### src/rtl/clk_phase_gen.sv
// Multiphase clock-enable generator: a self-correcting Johnson counter advanced by a
// runtime prescaler, with a frame strobe and a frame-aligned downstream reset release.
module clk_phase_gen #(
    parameter int NUM_PHASES = 2,
    parameter int PRESCALE_W = 4,
    parameter int RST_HOLD   = 3
) (
    input  logic                  clk_i,
    input  logic                  rst_i,
    input  logic                  en_i,
    input  logic [PRESCALE_W-1:0] prescale_i,
    output logic [NUM_PHASES-1:0] phase_o,
    output logic                  frame_o,
    output logic                  rst_o,
    output logic                  locked_o
);

    localparam int HOLD_W = (RST_HOLD > 1) ? $clog2(RST_HOLD) : 1;
    localparam logic [HOLD_W-1:0] HOLD_LAST = HOLD_W'(RST_HOLD - 1);
    // Selects the NUM_PHASES-1 adjacent-bit pairs of the Johnson register.
    localparam logic [NUM_PHASES-1:0] INNER_PAIRS = {NUM_PHASES{1'b1}} >> 1;

    logic [PRESCALE_W-1:0] pcnt;
    logic [PRESCALE_W-1:0] psc_q;
    logic [NUM_PHASES-1:0] j;
    logic [NUM_PHASES-1:0] j_next;
    logic [HOLD_W-1:0]     hold;
    logic                  tick;
    logic                  boundary;
    logic                  legal;

    assign tick     = en_i && (pcnt == psc_q);
    assign boundary = tick && (j == '0);

    // A thermometer code from either end has at most one transition between adjacent bits.
    assign legal = ($countones((j ^ (j >> 1)) & INNER_PAIRS) <= 1);

    // NOTE: combinational blocks assign every output before any conditional logic, so no latch can be inferred.
    always_comb begin
        j_next    = '0;
        j_next[0] = ~j[NUM_PHASES-1];
        for (int k = 1; k < NUM_PHASES; k++) begin
            j_next[k] = j[k-1];
        end
    end

    // NOTE: all state updates are non-blocking so every flop samples pre-edge values.
    always_ff @(posedge clk_i) begin
        if (rst_i) begin
            pcnt     <= '0;
            psc_q    <= prescale_i;
            j        <= '0;
            hold     <= '0;
            frame_o  <= 1'b0;
            rst_o    <= 1'b1;
            locked_o <= 1'b0;
        end else if (!legal) begin
            // Upset recovery restarts the sequence; the downstream reset is left alone.
            j        <= '0;
            pcnt     <= '0;
            frame_o  <= 1'b0;
            locked_o <= 1'b0;
        end else begin
            frame_o <= boundary;
            if (tick) begin
                pcnt <= '0;
                j    <= j_next;
            end else if (en_i) begin
                pcnt <= pcnt + 1'b1;
            end
            if (boundary) begin
                psc_q <= prescale_i;
                if (rst_o) begin
                    if (hold == HOLD_LAST) begin
                        rst_o    <= 1'b0;
                        locked_o <= 1'b1;
                    end else begin
                        hold <= hold + 1'b1;
                    end
                end else begin
                    locked_o <= 1'b1;
                end
            end
        end
    end

    assign phase_o = j;

endmodule

### config.mk
export PLATFORM = sky130hd
export DESIGN_NAME = clk_phase_gen
export DESIGN_NICKNAME = d
export VERILOG_FILES = /design/src/rtl/clk_phase_gen.sv
export SDC_FILE = /design/constraint.sdc
export NUM_CORES = 1
export LEC_CHECK = 0
export ABC_AREA = 0
export CAP_MARGIN = 0
export CORE_UTILIZATION = 45
export CTS_CLUSTER_DIAMETER = 50
export DETAILED_ROUTE_END_ITERATION = 6
export PLACE_DENSITY_LB_ADDON = 0.1
export SYNTH_ARGS = -nofsm -noshare
export SYNTH_HDL_FRONTEND = slang
export SYNTH_SLANG_ARGS = --single-unit
### constraint.sdc
create_clock -name clk_i -period 2.32 [get_ports clk_i]
set_input_delay 0.464 -clock clk_i [delete_from_list [all_inputs] [get_ports clk_i]]
set_output_delay 0.464 -clock clk_i [all_outputs]
set_load 0.005 [all_outputs]
==> flow_metrics.tcl <==
set metrics [dict create \
    yosys_warnings 0 \
    tritoncts "yes" \
    root_buffer "clkbuf_4" \
    wire_per_inst_um 10.9 \
    grtUsageTotal_pct 14.7 \
    post_cts_buffers 0 \
    yosys.area_share.simple_pct 19.4 \
    period_share_pct 71.2 \
    period_minus_slack_ns 1.65 \
    cts.clk_slew.worst_paths_ns 0.09 \
    grt.overflow.total 0 \
    antenna_found_initial 0 \
    io_pins 12 \
    clkLatencyLatePin_ns 0.27 \
    layout.nets 83 \
    fmaxAchievable_ghz 0.606 \
    synth_xor_area_share_pct 9.42 \
    vias 418 \
    postSynthCellCount 59 \
    report.final.slew_viol_count 0 \
    status "finished clean" \
    total_leakage_power_nw 0.309 \
    htreeDepth 1 \
    arrival_ns 1.19 \
    cp_data_required_time_ns 1.86 \
    fin_hold_ws_ns 0.487 \
    dp_hpwl_um 744 \
    die_w_um 40.0 \
    ys_seq_area_share_pct 52.3 \
    ant_nets 0 \
    synth_mux_area_share_pct 8.08 \
    placed_cell_area_um2 774 \
    core.rowCount 13 \
    totalWireLength_um 958 \
    clk_path_buf_depth 2 \
    final-setup-viol-count 0 \
    hp-class "register to register" \
    port_buffers 11 \
    dieArea_um2 1600 \
    cp-start-kind "register" \
    fin_area_um2 802 \
    syn_avg_cell_area_um2 11.0 \
    drive_gt1_share_pct 12.3 \
    ys_ff_latch 15 \
    initial_core_util_pct 49.4 \
    critPathKind "register to output port" \
    rsz0062_at_grt "false" \
    cpLargestDelayFamily "buffers and inverters" \
    drc 0 \
    synth.distinct_cells 24 \
    cts_resized 0 \
    cts.sinks 15 \
    cts_buffers 3 \
    ir_worst_vdd_mv 0.478 \
    grt_max_degree 14 \
    maxCapViolCount 0 \
    synth-compound-area-share_pct 3.85 \
    first_pass_iters 2 \
    synthToLayoutAreaGrowth_pct 23.3 \
    critPathMaxFanout 5 \
    max_stage_delay_ns 0.52 \
    grt_pass1_vias 368 \
    cts_hold_buf 0 \
    cp-end-kind "output port" \
    core_um2 1320 \
    setup-tns-final_ns 0 \
    fin_worst_skew_ns 0.00435 \
    path_buf_inv 1 \
    final-hold-violation-count 0 \
    layout_common_cells "dfxtp_1 (11), clkdlybuf4s50_1 (11), xnor2_1 (5), nand2_1 (5), nor2_1 (5)" \
    netlist_area_um2 651 \
    relSlewSlack_pct 71.8 \
    tightest_slew_ns 0.422 \
    synth_top_family_by_area "simple AND/OR/NAND/NOR gates" \
    p_per_area_nw_per_um2 602 \
    die_y_um 40.0 \
    grt_pass1_wl_mm 1.49 \
    synth_fa_ha_area_share_pct 3.85 \
    crit_slowest_cell "clkdlybuf4s50_1" \
    diodes 0 \
    synth_nets 68 \
    viasPerCell 4.75 \
    path_cells "clkdlybuf4s50_1" \
    gp_congestion 0.670 \
    drtIter0Drc 6 \
]
-- area by class of cell --
cell class                      count  area [um^2]
Fill cell                         119          515
Sequential cell                    15          340
Multi-Input combinational cell     40          290
Timing Repair Buffer               12          118
Clock buffer                        3         22.5
Tap cell                           15         18.8
Inverter                            2         7.51
Clock inverter                      1         5.00
-- routing by layer --
metal	GRT usage (%)	vias up	share of wire, %
li1	-	232	-
met1	17.5	176	52
met2	23.0	8	43
met3	6.67	2	3.4
met4	5.17	0	1.4
met5	0	-	0
-- report_power, final --
group	internal, W	switching [W]
Clock	0.0000638	0.0000823
Combinational	0.0000270	0.0000225
Sequential	0.000279	0.00000781
Total	0.000370	0.000113
-- synth_stat cells --
cell	number	area [um^2]
a21o_1	1	7.51
a22o_1	1	8.76
a41oi_1	1	8.76
and3_1	1	6.26
buf_2	1	5.00
buf_4	1	7.51
dfxtp_1	11	220
edfxtp_1	4	120
ha_1	2	25.0
inv_1	2	7.51
mux2_1	2	22.5
mux2i_1	3	30.0
nand2_1	5	18.8
nand3_2	1	10.0
nand4_1	1	6.26
nor2_1	5	18.8
nor2_4	1	11.3
nor2b_1	2	12.5
nor3_1	4	20.0
nor3_2	1	10.0
nor4_1	1	6.26
or2_2	1	6.26
xnor2_1	5	43.8
xor2_1	2	17.5
-- worst paths after layout --
| check | start | to | slack [ns] | depth (start not counted) |
|---|---|---|---|---|
| worst min register to register | locked_o$_SDFFE_PP0P_ | locked_o$_SDFFE_PP0P_ | 0.49 | 1 |
| worst min-delay path | locked_o$_SDFFE_PP0P_ | locked_o$_SDFFE_PP0P_ | 0.49 | 1 |
| worst max register to register | hold[0]$_SDFFE_PP0P_ | hold[1]$_SDFFE_PP0P_ | 0.86 | 6 |
| worst max-delay path | phase_o[1]$_SDFFE_PP0P_ | phase_o[1] | 0.67 | 1 |
-- flip-flops by register name, indices dropped and copies added (netlist names) --
name      count
locked_o      1
hold          2
rst_o         1
psc_q         4
pcnt          4
phase_o       2
frame_o       1
-- through the flow --
step / worst slack [ns] / util, % / power [W] / cells
CTS: 0.664 / 60.9 / 0.000488 / 88
detailed placement: 0.402 / 58.8 / 0.000344 / 84
finish: 0.669 / 60.9 / 0.000482 / 88
floorplan: 0.942 / - / 0.000325 / 59
global route: 0.599 / 60.9 / 0.000508 / 88
global placement: 0.428 / 58.8 / 0.000343 / 84
-- kinds of logic after synthesis --
group / Yosys count
compound gates: 3
xor+xnor: 7
fa+ha+maj: 2
buf+inv: 4
flops: 15
mux: 5
simple gates: 23
Power figures use the tool's default switching activity.
